$ cat config.mk
export PLATFORM = sky130hd
export DESIGN_NAME = pc_sequencer
export DESIGN_NICKNAME = d
export VERILOG_FILES = /design/src/rtl/pc_pkg.sv /design/src/rtl/return_stack.sv /design/src/rtl/pc_sequencer.sv
export SDC_FILE = /design/constraint.sdc
export NUM_CORES = 1
export LEC_CHECK = 0
export BUFFER_PORTS_ARGS = -buffer_cell sky130_fd_sc_hd__buf_2
export CAP_MARGIN = 30
export CORE_ASPECT_RATIO = 0.75
export CORE_MARGIN = 4
export CORE_UTILIZATION = 30
export CTS_CLUSTER_DIAMETER = 200
export DETAILED_ROUTE_END_ITERATION = 10
export PLACE_DENSITY = 0.55
export SYNTH_ARGS = -nofsm -noshare
export SYNTH_HDL_FRONTEND = slang
export SYNTH_SLANG_ARGS = --single-unit
$ cat constraint.sdc
create_clock -name clock -period 3.2 [get_ports clock]
set_input_delay 0.16 -clock clock [delete_from_list [all_inputs] [get_ports clock]]
set_output_delay 0.16 -clock clock [all_outputs]
set_load 0.1 [all_outputs]
$ cat src/rtl/pc_pkg.sv
// Shared types for the PC sequencer: the operation enum and its priority selector.
package pc_pkg;

  typedef enum logic [2:0] {PC_HOLD, PC_RET, PC_CALL, PC_JUMP, PC_BRANCH, PC_INC} pc_op_t;

  // Only one operation wins per edge: stall > ret > call > jump > branch > increment.
  function automatic pc_op_t pc_select(input logic stall, input logic ret, input logic call,
                                       input logic jump, input logic branch);
    if (stall) return PC_HOLD;
    else if (ret) return PC_RET;
    else if (call) return PC_CALL;
    else if (jump) return PC_JUMP;
    else if (branch) return PC_BRANCH;
    else return PC_INC;
  endfunction

endpackage

$ cat src/rtl/return_stack.sv
// Return-address LIFO: register array plus a count, only the top entry is visible.
module return_stack #(
  parameter int unsigned ADDR_WIDTH  = 8,
  parameter int unsigned STACK_DEPTH = 4,
  localparam int unsigned CountWidth = $clog2(STACK_DEPTH + 1)
) (
  input  logic                  clock,
  input  logic                  reset,
  input  logic                  push,
  input  logic                  pop,
  input  logic [ADDR_WIDTH-1:0] push_data,
  output logic [ADDR_WIDTH-1:0] top_data,
  output logic [CountWidth-1:0] count,
  output logic                  full,
  output logic                  empty
);

  logic [ADDR_WIDTH-1:0] entries_q [STACK_DEPTH];
  logic [CountWidth-1:0] count_q;

  assign count = count_q;
  assign full  = (count_q == CountWidth'(STACK_DEPTH));
  assign empty = (count_q == '0);

  always_comb begin
    top_data = '0;
    for (int unsigned i = 0; i < STACK_DEPTH; i++) begin
      if (count_q == CountWidth'(i + 1)) top_data = entries_q[i];
    end
  end

  // Push on full and pop on empty are dropped; the caller reports them.
  always_ff @(posedge clock or posedge reset) begin
    if (reset) begin
      count_q <= '0;
      for (int unsigned i = 0; i < STACK_DEPTH; i++) entries_q[i] <= '0;
    end else if (pop && !empty) begin
      count_q <= count_q - CountWidth'(1);
    end else if (push && !full) begin
      for (int unsigned i = 0; i < STACK_DEPTH; i++) begin
        if (count_q == CountWidth'(i)) entries_q[i] <= push_data;
      end
      count_q <= count_q + CountWidth'(1);
    end
  end

endmodule

$ cat src/rtl/pc_sequencer.sv
// Instruction-address sequencer with stall, branch, jump and call/return via a return stack.
module pc_sequencer
  import pc_pkg::*;
#(
  parameter int unsigned ADDR_WIDTH   = 8,
  parameter int unsigned RESET_VECTOR = 0,
  parameter int unsigned INCREMENT    = 1,
  parameter int unsigned STACK_DEPTH  = 4,
  localparam int unsigned CountWidth  = $clog2(STACK_DEPTH + 1)
) (
  input  logic                  clock,
  input  logic                  reset,
  input  logic                  stall,
  input  logic                  branch,
  input  logic [ADDR_WIDTH-1:0] branch_offset,
  input  logic                  jump,
  input  logic [ADDR_WIDTH-1:0] jump_target,
  input  logic                  call,
  input  logic                  ret,
  output logic [ADDR_WIDTH-1:0] address,
  output logic [CountWidth-1:0] stack_count,
  output logic                  stack_overflow,
  output logic                  stack_underflow
);

  pc_op_t                op;
  logic [ADDR_WIDTH-1:0] addr_q, addr_d, seq, top_data;
  logic                  ovf_q, ovf_d, unf_q, unf_d;
  logic                  full, empty;

  assign op  = pc_select(stall, ret, call, jump, branch);
  assign seq = addr_q + ADDR_WIDTH'(INCREMENT);

  always_comb begin
    addr_d = addr_q;
    ovf_d  = ovf_q;
    unf_d  = unf_q;
    unique case (op)
      PC_HOLD: addr_d = addr_q;
      PC_RET: begin
        if (empty) begin
          addr_d = seq;
          unf_d  = 1'b1;
        end else begin
          addr_d = top_data;
        end
      end
      PC_CALL: begin
        addr_d = jump_target;
        if (full) ovf_d = 1'b1;
      end
      PC_JUMP:   addr_d = jump_target;
      // Same-width add is modulo 2^ADDR_WIDTH, so the offset acts as signed.
      PC_BRANCH: addr_d = seq + branch_offset;
      PC_INC:    addr_d = seq;
      default:   addr_d = seq;
    endcase
  end

  always_ff @(posedge clock or posedge reset) begin
    if (reset) begin
      addr_q <= ADDR_WIDTH'(RESET_VECTOR);
      ovf_q  <= 1'b0;
      unf_q  <= 1'b0;
    end else begin
      addr_q <= addr_d;
      ovf_q  <= ovf_d;
      unf_q  <= unf_d;
    end
  end

  return_stack #(
    .ADDR_WIDTH (ADDR_WIDTH),
    .STACK_DEPTH(STACK_DEPTH)
  ) u_return_stack (
    .clock    (clock),
    .reset    (reset),
    .push     (op == PC_CALL),
    .pop      (op == PC_RET),
    .push_data(seq),
    .top_data (top_data),
    .count    (stack_count),
    .full     (full),
    .empty    (empty)
  );

  assign address         = addr_q;
  assign stack_overflow  = ovf_q;
  assign stack_underflow = unf_q;

endmodule

=== Word level (Yosys, flattened, before mapping) ===
Index checks and enable logic that the tools add are counted.

* Bits of input ports: 23
* Bits in registers: 45
* Word-level logic and storage cells: 48
* Output and inout bits: 13

* Equality and inequality tests: 8
* Muxes and demuxes: 13
* Reduce and logical (&&, ||, !) cells: 14
* Add/sub/neg operators: 4
* Bitwise gates (word level): 1

{| class="wikitable"
|+ Operators with widths
! kind !! number
|-
| 8-bit 2-to-1 mux || 5
|-
| 8-bit one-hot mux with 4 select lines || 1
|-
| 3-bit 2-to-1 mux || 6
|-
| 3-bit by 2-bit equality test with 1-bit output (second input constant) || 4
|-
| 3-bit AND reduction || 4
|-
| 8-bit by 1-bit adder with 8-bit output (second input constant) || 1
|-
| 8-bit adder || 1
|-
| 3-bit by 1-bit equality test with 1-bit output (second input constant) || 2
|-
| 3-bit equality test (second input constant) || 2
|-
| 3-bit logical NOT || 2
|-
| 2-bit AND reduction || 2
|-
| 3-bit by 1-bit adder with 3-bit output (second input constant) || 1
|-
| 3-bit by 1-bit subtractor with 3-bit output (second input constant) || 1
|-
| 1-bit logical AND || 2
|-
| 1-bit logical NOT || 2
|-
| 2-bit nonzero test || 1
|-
| 2-bit OR reduction || 1
|-
| 1-bit 2-to-1 mux || 1
|-
| 1-bit inverter || 1
|}

=== Longest topological paths before layout ===
Gate-level depths: netlist of the first run.

* Word-level depth: 9
* Mapped depth: 11
* Gate-level depth less buffers: 11

=== Hierarchy ===
Synthesis of the first run repeated with hierarchy kept, for this count alone.

* Cell total of the unflattened synthesis: 261
* Area, all modules: 2850.2 sq um

{| class="wikitable"
|+ By module, submodules not included
! module !! times used !! area each (sq um) !! cells an instance
|-
| return_stack || 1 || 1784.2 || 142
|-
| pc_sequencer || 1 || 1066.0 || 119
|}

=== Worst setup path after synthesis of the first run ===
No wires, ideal clock.

* Path type: register to register
* From: register addr_q[0], in the netlist address[0]
* To: register addr_q[5], in the netlist address[5]
* Setup time: 86 ps
* Data arrival time: 3004 ps
* Clock period less this slack: 3090 ps
* Setup slack: 110 ps
* Stages on the path, launching flop included: 11
* Cell sequence: dfrtp_1 -> ha_1 -> nand3_1 -> xor2_1 -> inv_1 -> ha_1 -> nand2_1 -> o31ai_1 -> xor2_1 -> nand3_1 -> a32oi_1

* Cells in the longest elaborated chain, start to end: 3
* Elaborated cells between the ends (all ways): 4
* Those cells by class: 2 x add/sub; 2 x mux

{| class="wikitable"
|+ RTL lines
! element !! line !! source
|-
| start, declared || pc_sequencer.sv:27 || <nowiki>logic [ADDR_WIDTH-1:0] addr_q, addr_d, seq, top_data;</nowiki>
|-
| start signal, assigned || pc_sequencer.sv:62 || <nowiki>addr_q <= ADDR_WIDTH'(RESET_VECTOR);</nowiki>
|-
| start signal, assigned || pc_sequencer.sv:66 || <nowiki>addr_q <= addr_d;</nowiki>
|-
| 8-bit by 1-bit adder with 8-bit output || pc_sequencer.sv:32 || <nowiki>assign seq = addr_q + ADDR_WIDTH'(INCREMENT);</nowiki>
|-
| net seq[4] || pc_sequencer.sv:27 ||
|-
| 8-bit adder || pc_sequencer.sv:54 || <nowiki>PC_BRANCH: addr_d = seq + branch_offset;</nowiki>
|-
| 8-bit one-hot mux with 4 select lines || pc_sequencer.sv:38 || <nowiki>unique case (op)</nowiki>
|}

The timed path passes the listed nets, and every way through them passes these cells.
A chain may end at the register's enable or synchronous reset.

=== Worst setup path after layout of the first run ===
* From: register addr_q[0], in the netlist address[0]
* To: register addr_q[7], in the netlist address[7]

The elaborated chain is that of the path after synthesis.

==> parameters.txt, run 1 <==
Parameter                              Value

Route
  Post-DR wirelength/cell ... 16.8 µm
  Total Wirelength ... a little over 8000 µm
  Number of design-rule violations left by the first detailed-router iteration ... 150
  Final antenna-violating net count ... 0
  Vias after detailed routing ... between 2000 and 2500
  Via density per instance ... 5.05
  Total DRC errors in the routed layout ... 0
  First drt pass iteration count ... 4

Worst setup path
  Required time of the worst setup path ... between 3000 and 4000 ps
  Critical path data arrival time ... 2920 ps
  Worst Path Max Fanout ... 10
  Slowest stage delay, CP ... around 480 ps
  Type of the worst setup path ... flop to flop
  Startpoint kind of the worst setup timing path ... flop
  Worst-path cell with the longest stage delay ... dfrtp_1
  CP cell instances ... ha_1, xnor2_1, inv_1, ha_1, a211oi_1, o31ai_1, o31ai_1, xnor2_1, o22ai_1
  Kind of end point of the critical path ... flop

Global routing
  Global-route wire length before repair ... roughly 13000 µm
  Maximum number of pins on one net before global-route repair ... 40
  Number of antenna violations at the first check in global routing ... 0
  GRT overflow ... 0
  Via count of the first global-routing pass ... 2425
  GRT Overall Usage ... between 10% and 20%

Die
  DIE AREA ... 0.0110 mm²
  Standard-cell rows ... 30
  I/O pin cnt ... 36
  Chip Width ... 120 µm
  Core outline area ... around 0.0091 mm²
  Effective utilization at floorplan ... 31.0%
  Y dimension of the die ... 91.9 µm

Synthesis
  EDFF count, synth ... 0
  Number of warning messages in the yosys log ... 0
  Post-synthesis net count ... 356
  Library cell occupying the most area in the post-synthesis netlist ... dfrtp_1
  Synthesized area per cell ... 8.88 µm²
  Flip-flop and latch count after synthesis ... 45
  Share of flip-flops with an asynchronous set or reset after synthesis ... 100%
  Syn Inst Count ... 317
  Sequential area share after synthesis ... approximately 40%
  Post-synth top area share ... approximately two fifths
  Number of distinct library cell variants in the gate-level netlist after synthesis ... 61
  Top post-synthesis cells by area ... dfrtp_1, ha_1, nand2_1
  Syn Std Cell Area ... 0.00282 mm²
  Top flip-flop cell by instance count after synthesis ... dfrtp_1

Layout
  Count of nets after finishing ... approximately 400
  Seq. cell area ... ~0.0011 mm²
  Filler cells ... 979
  Post-synthesis to final-layout area growth ... 16.6%
  Share of cells above drive strength 1 ... 17.4%
  Multi-input combinational cell area ... 0.00154 mm²
  Diodes inserted ... 0

Power
  Overall power of the completed layout ... 2.95 mW
  Power per unit of standard cell area ... 898 mW/mm²
  Static Leakage ... 1.49 nW
  Max IR drop VDD ... 0.614 mV

Timing
  Worst-margin pin slew ... 562 ps
  Setup repair after global routing missed its margin ... false
  Clock skew after layout ... 3.81 ps
  Final Hold Viols ... 0
  Worst slew margin ... between 60% and 70%
  Achievable Freq ... about 0.36 GHz
  Final setup TNS ... 0 ps
  Endpoints failing setup ... 0
  Final period util ... 86.1%
  Number of slew-limit violations in the final report ... 0
  Post-layout minimum cycle time ... ~2800 ps

Clock network
  Number of clock buffers inserted by TritonCTS ... 5
  CTS root buffer ... clkbuf_16
  Clock transition at the register clock pins on the worst setup and hold paths after CTS ... 60 ps
  TritonCTS clock tree ... yes
  Clock insertion delay at the later pin of the skew report ... 290 ps
  Buffer levels on the longest clock path ... 2
  Sinks on Clock Net ... 45
  H-Tree Depth ... 2
  Resized cells post-CTS ... 0

Run
  Max-cap viol count ... 0

Place
  Weighted congestion reported at the end of routability-driven placement ... ~0.86
  # port buffers ... 35
  DPL Wire Length ... 6220 µm

Run status
  Outcome ... completed

Min path
  Worst min-delay path class ... input pin to flop
[worst max-delay path: cells and delay by family, from the launching register on]
kind	cells	cell delay, ps
AOI/OAI and AO/OA	4	960
adders and majority gates	2	550
xor gates and xnor gates	2	530
DFF	1	480
buffers and inverters	1	110
[cells in the final DEF (no fill, tap or decap), types with 3 or more instances in the layout]
master      n
a211oi_1    5
a21oi_1    15
a221o_1     3
a221oi_1    3
a22o_1      6
and3_1      3
buf_2      35
buf_4       5
clkbuf_16   5
dfrtp_1    45
ha_1       15
inv_1      16
nand2_1    48
nand2b_1    4
nand3_1    11
nand3b_1    3
nor2_1     16
nor2b_1     4
nor3_1      4
o21ai_0    33
o21ai_1    12
xnor2_1     7
xor2_1      3
[cells in the mapped netlist (all sizes together), types with 2 or more instances]
library cell / n
xor2: 3
a211oi: 5
inv: 18
ha: 15
o31ai: 2
nor2b: 4
a221oi: 3
a21oi: 15
nand2b: 4
nand3b: 3
mux2i: 2
o21a: 2
clkbuf: 4
dfrtp: 45
o22ai: 2
a311oi: 2
nor2: 17
a22o: 6
nand2: 49
o21ai: 45
buf: 11
and3: 4
a22oi: 2
xnor2: 7
a221o: 3
o211a: 2
or2: 2
nand3: 13
nor3: 5
[cells by family (layout without fill, tap and decap cells)]
group	count (synthesis)	after routing	share of synthesized area (%)
and+or+nand+nor	106	106	18.5
AOI/OAI and AO/OA	103	103	23.9
DFF	45	45	40.0
buffers and inverters	33	67	5.20
adders and majority gates	16	16	7.37
xor gates and xnor gates	11	11	3.91
muxes	3	3	1.11
[layer usage]
layer / global-route usage, % / share of wire [%] / wire length (µm)
met1: 24.9 / 54 / 4320
met2: 20.3 / 38 / 3100
met3: 4.25 / 7.3 / 589
met4: 3.15 / 0.67 / 54
met5: 0 / 0 / 0
[registers in the layout, indices dropped and copies added, names as in the netlist]
signal	cells
u_return_stack.entries_q	32
address	8
u_return_stack.count	3
stack_overflow	1
stack_underflow	1
[power breakdown]
part / internal (mW) / switching (mW) / total (mW) / leakage (nW)
Clock: 0.307 / 0.211 / 0.518 / 0.0700
Combinational: 0.443 / 1.01 / 1.46 / 0.846
Sequential: 0.784 / 0.188 / 0.972 / 0.574
[per-stage QoR]
stage	instance area (µm²)	setup WS, ps	utilization, %	hold slack, ps	std cells
CTS	3280	490	36.1	301	479
finish	3280	443	36.1	305	479
global placement	3110	659	34.2	449	470
detailed placement	3130	507	34.5	79.8	471
global route	3280	136	36.1	327	479
floorplan	2820	110	-	410	317
[path summary, 6_finish.rpt]
path | cells past startpoint | slack [ps] | end | from
setup / recovery | 9 | 440 | address[7]$_DFFE_PP0P_ | address[0]$_DFFE_PP0P_
hold / removal | 2 | 300 | stack_overflow$_DFFE_PP0P_ | call
setup reg to reg | 9 | 440 | address[7]$_DFFE_PP0P_ | address[0]$_DFFE_PP0P_
hold reg to reg | 1 | 470 | stack_underflow$_DFFE_PP0P_ | stack_underflow$_DFFE_PP0P_
max in group asynchronous | 4 | 2420 | u_return_stack.entries_q[2]$_DFFE_PP0P_ | reset
min in group asynchronous | 3 | 320 | u_return_stack.count[0]$_DFFE_PP0P_ | reset
[what timing repair did]
action                                 in CTS  in global routing
buffers inserted                            0                  0
endpoints found under the hold margin       6                  0
hold buffers                                1                  0
[area by class of cell]
class                   count  share of cell area, %
repair buffers             42                   7.39
well taps                 128                   4.88
clock buffers               7                   4.34
multi-input cells         239                   47.0
flip-flops and latches     45                   34.3
inverters                  18                   2.06
No activity file was read; power rests on OpenSTA's default activity.
==> run 2: changes to the inputs <==
--- a/config.mk
+++ b/config.mk
@@ -13,6 +13,7 @@
 export CTS_CLUSTER_DIAMETER = 200
 export DETAILED_ROUTE_END_ITERATION = 10
 export PLACE_DENSITY = 0.55
+export RECOVER_POWER = 50
 export SYNTH_ARGS = -nofsm -noshare
 export SYNTH_HDL_FRONTEND = slang
 export SYNTH_SLANG_ARGS = --single-unit
==> parameters.txt, run 2 (synthesis gave the netlist of run 1 again) <==
Parameter                              Value

Run status
  Outcome ... finished with violations (was completed)
  Violations in the final reports ... max-capacitance violations, max-slew violations

Place
  Instance area at placement ... 0.00313 mm² (unchanged)
  # port buffers ... 35 (unchanged)
  DPL Wire Length ... 6220 µm (unchanged)
  Weighted congestion reported at the end of routability-driven placement ... 0.862 (unchanged)

Timing
  Number of slew-limit violations in the final report ... 40 (was 0)
  Worst slew margin ... -20.7% (was 62.4%)
  Worst hold margin ... 305 ps (about the same)
  Worst-margin pin slew ... 1810 ps (was 562 ps)
  Achievable Freq ... 0.362 GHz (was 0.363 GHz)
  Endpoints failing setup ... 0 (unchanged)
  Post-layout minimum cycle time ... 2760 ps (about the same)
  Final Hold Viols ... 0 (unchanged)
  Setup repair after global routing missed its margin ... false (unchanged)
  Clock skew after layout ... 3.89 ps (was 3.81 ps)
  Final setup TNS ... 0 ps (unchanged)
  Final period util ... 86.3% (was 86.1%)

Layout
  Commonest non-fill, non-tap cell in the layout ... nand2_1 (unchanged)
  Diodes inserted ... 0 (unchanged)
  Share of cells above drive strength 1 ... 15.1% (was 17.4%)
  Total non-filler cell area in the finished layout ... 0.00327 mm² (was 0.00328 mm²)
  Most flops, register ... u_return_stack.entries_q (unchanged)
  Filler cells ... 983 (was 979)
  Post-synthesis to final-layout area growth ... 16.0% (was 16.6%)
  Leading cell types in the layout, fill and taps excluded ... nand2_1, dfrtp_1, o21ai_0 (was nand2_1, dfrtp_1, buf_2)
  Flip-flop count of the largest register after layout ... 32 (unchanged)
  Count of nets after finishing ... 390 (unchanged)

Worst setup path
  Terminus of the critical flop-to-flop path ... address[7]$_DFFE_PP0P_ (unchanged)
  Required time of the worst setup path ... 3370 ps (about the same)
  Slowest stage delay, CP ... 480 ps (about the same)
  Worst reg2reg path startpoint ... address[0]$_DFFE_PP0P_ (unchanged)
  Worst Path Max Fanout ... 10 (unchanged)
  Critical path data arrival time ... 2930 ps (was 2920 ps)
  Depth of the worst register-to-register path ... 9 (unchanged)
  Kind of end point of the critical path ... flop (unchanged)
  Type of the worst setup path ... flop to flop (unchanged)
  CP cell instances ... ha_1, xnor2_1, inv_1, ha_1, a211oi_1, o31ai_1, o31ai_1, xnor2_1, o22ai_1 (unchanged)
  FF-to-FF setup slack ... 440 ps (about the same)
  Startpoint kind of the worst setup timing path ... flop (unchanged)
  Worst-path cell with the longest stage delay ... dfrtp_1 (unchanged)

Min path
  Worst hold path cell count ... 2 (unchanged)
  Worst min-delay path class ... input pin to flop (unchanged)
  End of the worst hold path ... stack_overflow$_DFFE_PP0P_ (unchanged)
  Startpoint of the lowest-slack hold path ... call (unchanged)

Route
  Total DRC errors in the routed layout ... 0 (unchanged)
  First drt pass iteration count ... 5 (was 4)
  Vias after detailed routing ... 2417 (unchanged)
  Number of design-rule violations left by the first detailed-router iteration ... 161 (was 150)
  Final antenna-violating net count ... 0 (unchanged)
  Via density per instance ... 5.05 (unchanged)
  Post-DR wirelength/cell ... 16.8 µm (about the same)
  Total Wirelength ... 8040 µm (was 8070 µm)

Power
  Overall power of the completed layout ... 2.94 mW (was 2.95 mW)
  Static Leakage ... 1.48 nW (was 1.49 nW)
  Power per unit of standard cell area ... 898 mW/mm² (about the same)
  Max IR drop VDD ... 0.612 mV (was 0.614 mV)

Clock network
  Sinks on Clock Net ... 45 (unchanged)
  Clock transition at the register clock pins on the worst setup and hold paths after CTS ... 60 ps (about the same)
  CTS root buffer ... clkbuf_16 (unchanged)
  Post CTS Setup Buffer Count ... 0 (unchanged)
  Buffer levels on the longest clock path ... 2 (unchanged)
  TritonCTS clock tree ... yes (unchanged)
  H-Tree Depth ... 2 (unchanged)
  Number of clock buffers inserted by TritonCTS ... 5 (unchanged)
  Clock insertion delay at the later pin of the skew report ... 290 ps (about the same)
  Resized cells post-CTS ... 0 (unchanged)

Die
  Core outline area ... 0.00908 mm² (unchanged)
  Y dimension of the die ... 91.9 µm (unchanged)
  Standard-cell rows ... 30 (unchanged)
  I/O pin cnt ... 36 (unchanged)
  Effective utilization at floorplan ... 31.0% (unchanged)
  DIE AREA ... 0.0110 mm² (unchanged)
  Chip Width ... 120 µm (unchanged)

Global routing
  GRT overflow ... 0 (unchanged)
  Number of antenna violations at the first check in global routing ... 0 (unchanged)
  Maximum number of pins on one net before global-route repair ... 40 (unchanged)
  Global-route wire length before repair ... 13500 µm (unchanged)
  GRT Overall Usage ... 15.6% (unchanged)
  Via count of the first global-routing pass ... 2425 (unchanged)

Run
  Max-cap viol count ... 1 (was 0)
==> run 2: cell types whose count changed in the layout (fill, tap and decap cells not counted) <==
| cell | before | now |
|---|---|---|
| buf_12 | 1 | 0 |
| buf_2 | 35 | 29 |
| clkbuf_1 | 1 | 7 |
| dlymetal6s4s_1 | 0 | 1 |
| inv_1 | 16 | 17 |
| inv_2 | 2 | 1 |
==> run 2: metrics by stage <==
| step | utilization, % | setup WS, ps | instances |
|---|---|---|---|
| 2_1_floorplan | - | 110 | 317 |
| 3_3_place_gp | 34.2 | 659 | 470 |
| 3_5_place_dp | 34.5 | 507 | 471 |
| 4_1_cts | 36.1 | 490 | 479 |
| 5_1_grt | 36.0 | 136 | 479 |
| 6_report | 36.0 | 440 | 479 |
==> run 2: layout make-up <==
type | count | area (µm²) | area share, %
Multi-Input combinational cell | 239 | 1540 | 47.2
Sequential cell | 45 | 1130 | 34.5
Timing Repair Buffer | 42 | 228 | 6.97
Tap cell | 128 | 160 | 4.90
Clock buffer | 7 | 143 | 4.36
Inverter | 18 | 67.6 | 2.07
==> run 2: worst max-delay path: cells and delay by family, from the launching register on <==
family	cells	cell delay [ps]
buf+inv	1	110
xor+xnor	2	530
flops	1	480
compound gates	4	960
fa+ha+maj	2	550
==> run 2: worst max path at each step <==
| stage | end | startpoint |
|---|---|---|
| 3_5_place_dp | address[7]$_DFFE_PP0P_ | address[0]$_DFFE_PP0P_ |
| 2_1_floorplan | address[5]$_DFFE_PP0P_ | address[0]$_DFFE_PP0P_ |
| 6_report | address[7]$_DFFE_PP0P_ | address[0]$_DFFE_PP0P_ |
| 4_1_cts | address[7]$_DFFE_PP0P_ | address[0]$_DFFE_PP0P_ |
| 3_3_place_gp | address[7]$_DFFE_PP0P_ | address[0]$_DFFE_PP0P_ |
| 5_1_grt | address[7]$_DFFE_PP0P_ | address[0]$_DFFE_PP0P_ |
==> run 2: layer usage <==
metal	share of wire (%)	up-vias	track usage, %
met5	0	-	0
met1	53	1142	24.9
li1	-	1209	-
met3	7.3	5	4.25
met4	0.67	0	3.15
met2	39	61	20.3
==> run 2: power by group <==
group / switching, mW / internal, mW
Combinational: 1.01 / 0.432
Sequential: 0.188 / 0.784
Clock: 0.212 / 0.307
==> run 2: repair_timing <==
item                                    4_1_cts  5_1_grt
endpoints found under the setup margin        0        0
hold buffers                                  1        0
hold endpoints to repair                      6        0
==> run 3: changes to the inputs <==
--- a/config.mk
+++ b/config.mk
@@ -5,6 +5,7 @@
 export SDC_FILE = /design/constraint.sdc
 export NUM_CORES = 1
 export LEC_CHECK = 0
+export ABC_AREA = 1
 export BUFFER_PORTS_ARGS = -buffer_cell sky130_fd_sc_hd__buf_2
 export CAP_MARGIN = 30
 export CORE_ASPECT_RATIO = 0.75
==> parameters.txt, run 3 <==
Parameter                              Value

Run status
  Outcome ... completed (was finished with violations)

Worst setup path
  Kind of end point of the critical path ... flop (unchanged)
  Launching instance or port of the critical path ... address[0]$_DFFE_PP0P_ (unchanged)
  Worst Path Max Fanout ... 10 (unchanged)
  Terminus of the critical flop-to-flop path ... address[7]$_DFFE_PP0P_ (unchanged)
  Depth of the worst register-to-register path ... 15 (was 9)
  Worst reg2reg path startpoint ... address[0]$_DFFE_PP0P_ (unchanged)
  Type of the worst setup path ... flop to flop (unchanged)
  Critical path data arrival time ... 2810 ps (was 2930 ps)
  FF-to-FF setup slack ... 610 ps (was 440 ps)
  Startpoint kind of the worst setup timing path ... flop (unchanged)
  Required time of the worst setup path ... 3410 ps (was 3370 ps)
  Worst setup path endpoint ... address[7]$_DFFE_PP0P_ (unchanged)

Synthesis
  EDFF count, synth ... 0 (unchanged)
  Library cell occupying the most area in the post-synthesis netlist ... dfrtp_1 (unchanged)
  Number of distinct library cell variants in the gate-level netlist after synthesis ... 27 (was 61)
  Syn Inst Count ... 422 (was 317)
  Share of flip-flops with an asynchronous set or reset after synthesis ... 100% (unchanged)
  Post-synth top area share ... 38.2% (was 40.0%)
  Cell with the most instances after synthesis ... nand2_1 (unchanged)
  Top flip-flop cell by instance count after synthesis ... dfrtp_1 (unchanged)
  Sequential area share after synthesis ... 38.2% (was 40.0%)
  Number of warning messages in the yosys log ... 0 (unchanged)
  Top post-synthesis cells by area ... dfrtp_1, nand2_1, inv_1 (was dfrtp_1, ha_1, nand2_1)
  Syn Std Cell Area ... 0.00295 mm² (was 0.00282 mm²)
  Synthesized area per cell ... 6.98 µm² (was 8.88 µm²)
  Post-synthesis net count ... 461 (was 356)
  Flip-flop and latch count after synthesis ... 45 (unchanged)
  Top cells by count, synth ... nand2_1, inv_1, dfrtp_1, nand3_1, nor2_1 (was nand2_1, dfrtp_1, o21ai_0, inv_1, nor2_1)

Global routing
  Number of antenna violations at the first check in global routing ... 0 (unchanged)
  GRT overflow ... 0 (unchanged)
  GRT Overall Usage ... 15.5% (was 15.6%)
  Via count of the first global-routing pass ... 2632 (was 2425)
  Global-route wire length before repair ... 13800 µm (was 13500 µm)
  Maximum number of pins on one net before global-route repair ... 26 (was 40)

Timing
  Setup repair after global routing missed its margin ... false (unchanged)
  Post-layout minimum cycle time ... 2590 ps (was 2760 ps)
  Final Hold Viols ... 0 (unchanged)
  Worst Setup Slack, final ... 606 ps (was 440 ps)
  Worst slew margin ... 3.55% (was -20.7%)
  Final setup TNS ... 0 ps (unchanged)
  Worst-margin pin slew ... 1450 ps (was 1810 ps)
  Final period util ... 81.1% (was 86.3%)
  Clock skew after layout ... 8.58 ps (was 3.89 ps)
  Endpoints failing setup ... 0 (unchanged)
  Number of slew-limit violations in the final report ... 0 (was 40)
  Achievable Freq ... 0.386 GHz (was 0.362 GHz)

Route
  Total Wirelength ... 8400 µm (was 8040 µm)
  Vias after detailed routing ... 2803 (was 2417)
  Final antenna-violating net count ... 0 (unchanged)
  Via density per instance ... 4.70 (was 5.05)
  Post-DR wirelength/cell ... 14.1 µm (was 16.8 µm)
  Total DRC errors in the routed layout ... 0 (unchanged)
  Number of design-rule violations left by the first detailed-router iteration ... 241 (was 161)
  First drt pass iteration count ... 5 (unchanged)

Power
  Max IR drop VDD ... 0.326 mV (was 0.612 mV)
  Power per unit of standard cell area ... 961 mW/mm² (was 898 mW/mm²)
  Static Leakage ... 1.81 nW (was 1.48 nW)

Clock network
  Resized cells post-CTS ... 0 (unchanged)
  Post CTS Setup Buffer Count ... 0 (unchanged)
  TritonCTS clock tree ... yes (unchanged)
  Number of clock buffers inserted by TritonCTS ... 5 (unchanged)
  CTS root buffer ... clkbuf_16 (unchanged)
  Buffer levels on the longest clock path ... 2 (unchanged)
  Clock transition at the register clock pins on the worst setup and hold paths after CTS ... 70 ps (was 60 ps)
  Clock insertion delay at the later pin of the skew report ... 290 ps (about the same)
  H-Tree Depth ... 2 (unchanged)
  Sinks on Clock Net ... 45 (unchanged)
  Number of buffers added to fix hold violations after cts ... 1 (unchanged)

Layout
  Commonest non-fill, non-tap cell in the layout ... nand2_1 (unchanged)
  Share of cells above drive strength 1 ... 12.9% (was 15.1%)
  Flip-flop count of the largest register after layout ... 32 (unchanged)
  Final core area utilization ... 35.8% (was 36.0%)
  Filler cells ... 1078 (was 983)
  Diodes inserted ... 0 (unchanged)
  Most flops, register ... u_return_stack.entries_q (unchanged)
  Leading cell types in the layout, fill and taps excluded ... nand2_1, inv_1, dfrtp_1 (was nand2_1, dfrtp_1, o21ai_0)
  Post-synthesis to final-layout area growth ... 17.0% (was 16.0%)
  Count of nets after finishing ... 502 (was 390)

Die
  DIE AREA ... 0.0115 mm² (was 0.0110 mm²)
  Core outline area ... 0.00962 mm² (was 0.00908 mm²)
  Standard-cell rows ... 31 (was 30)
  Y dimension of the die ... 93.8 µm (was 91.9 µm)
  I/O pin cnt ... 36 (unchanged)
  Effective utilization at floorplan ... 30.6% (was 31.0%)
  Chip Width ... 122 µm (was 120 µm)

Place
  Pre-CTS setup slack ... 699 ps (was 507 ps)
  DPL Wire Length ... 6590 µm (was 6220 µm)
  # port buffers ... 35 (unchanged)
  Weighted congestion reported at the end of routability-driven placement ... 0.896 (was 0.862)

Run
  Max-cap viol count ... 0 (was 1)

Min path
  Worst min-delay path class ... input pin to flop (unchanged)
## run 3: worst max-delay path, cell delays in order (launching register included)
cell and delay [ps]:
dfrtp_1 530, ha_1 220, nand2_1 110, nor2_1 220
nand2_1 80, nand2_1 80, nand2_1 180, ha_1 410
nand2_1 110, nor2_1 110, nand2_1 90, nand2_1 100
inv_1 40, nand2_1 50, nand3_1 60, a21oi_1 120
## run 3: how the worst min path moves through the flow
stage / start / to / depth (start not counted)
floorplan: jump_target[4] / address[4]$_DFFE_PP0P_ / 4
global placement: reset / u_return_stack.entries_q[22]$_DFFE_PP0P_ / 2
global route: stall / address[0]$_DFFE_PP0P_ / 3
detailed placement: reset / u_return_stack.entries_q[22]$_DFFE_PP0P_ / 2
finish: stall / address[1]$_DFFE_PP0P_ / 3
CTS: stall / address[0]$_DFFE_PP0P_ / 3
## run 3: layer usage
metal	track usage, %	vias to the layer above	share of wire (%)
met3	4.39	4	7.1
li1	-	1420	-
met2	21.1	92	40
met1	24.4	1287	52
met5	0	-	0
met4	1.96	0	0.30
## run 3: area by class of cell
type / count / area (µm²) / area share (%)
Clock buffer: 7 / 143 / 4.14
Clock inverter: 1 / 30.0 / 0.871
Inverter: 62 / 233 / 6.75
Multi-Input combinational cell: 311 / 1560 / 45.3
Sequential cell: 45 / 1130 / 32.7
Tap cell: 132 / 165 / 4.79
Timing Repair Buffer: 38 / 189 / 5.48
## run 3: where the power goes
group | internal, mW | switching (mW) | total (mW)
Combinational | 0.450 | 1.27 | 1.72
Clock | 0.390 | 0.219 | 0.609
Sequential | 0.817 | 0.167 | 0.984
Total | 1.66 | 1.66 | 3.31
## run 3: stage by stage
stage | instance area (µm²) | instances | power [mW] | hold slack, ps
5_1_grt | 3450 | 596 | 3.59 | 236
4_1_cts | 3470 | 596 | 3.33 | 222
2_1_floorplan | 2950 | 422 | 2.29 | 381
3_5_place_dp | 3290 | 587 | 2.71 | 214
3_3_place_gp | 3270 | 586 | 2.70 | 440
6_report | 3450 | 596 | 3.31 | 229
## run 3: cell families (layout without fill, tap and decap cells)
kind of cell    count (synthesis)  count (layout)  share of synthesized area (%)
compound gates                 66              66                           12.1
buf+inv                        66             108                           8.79
fa+ha+maj                      16              16                           7.05
xor+xnor                        4               4                           1.44
flops                          45              45                           38.2
simple gates                  225             225                           32.4
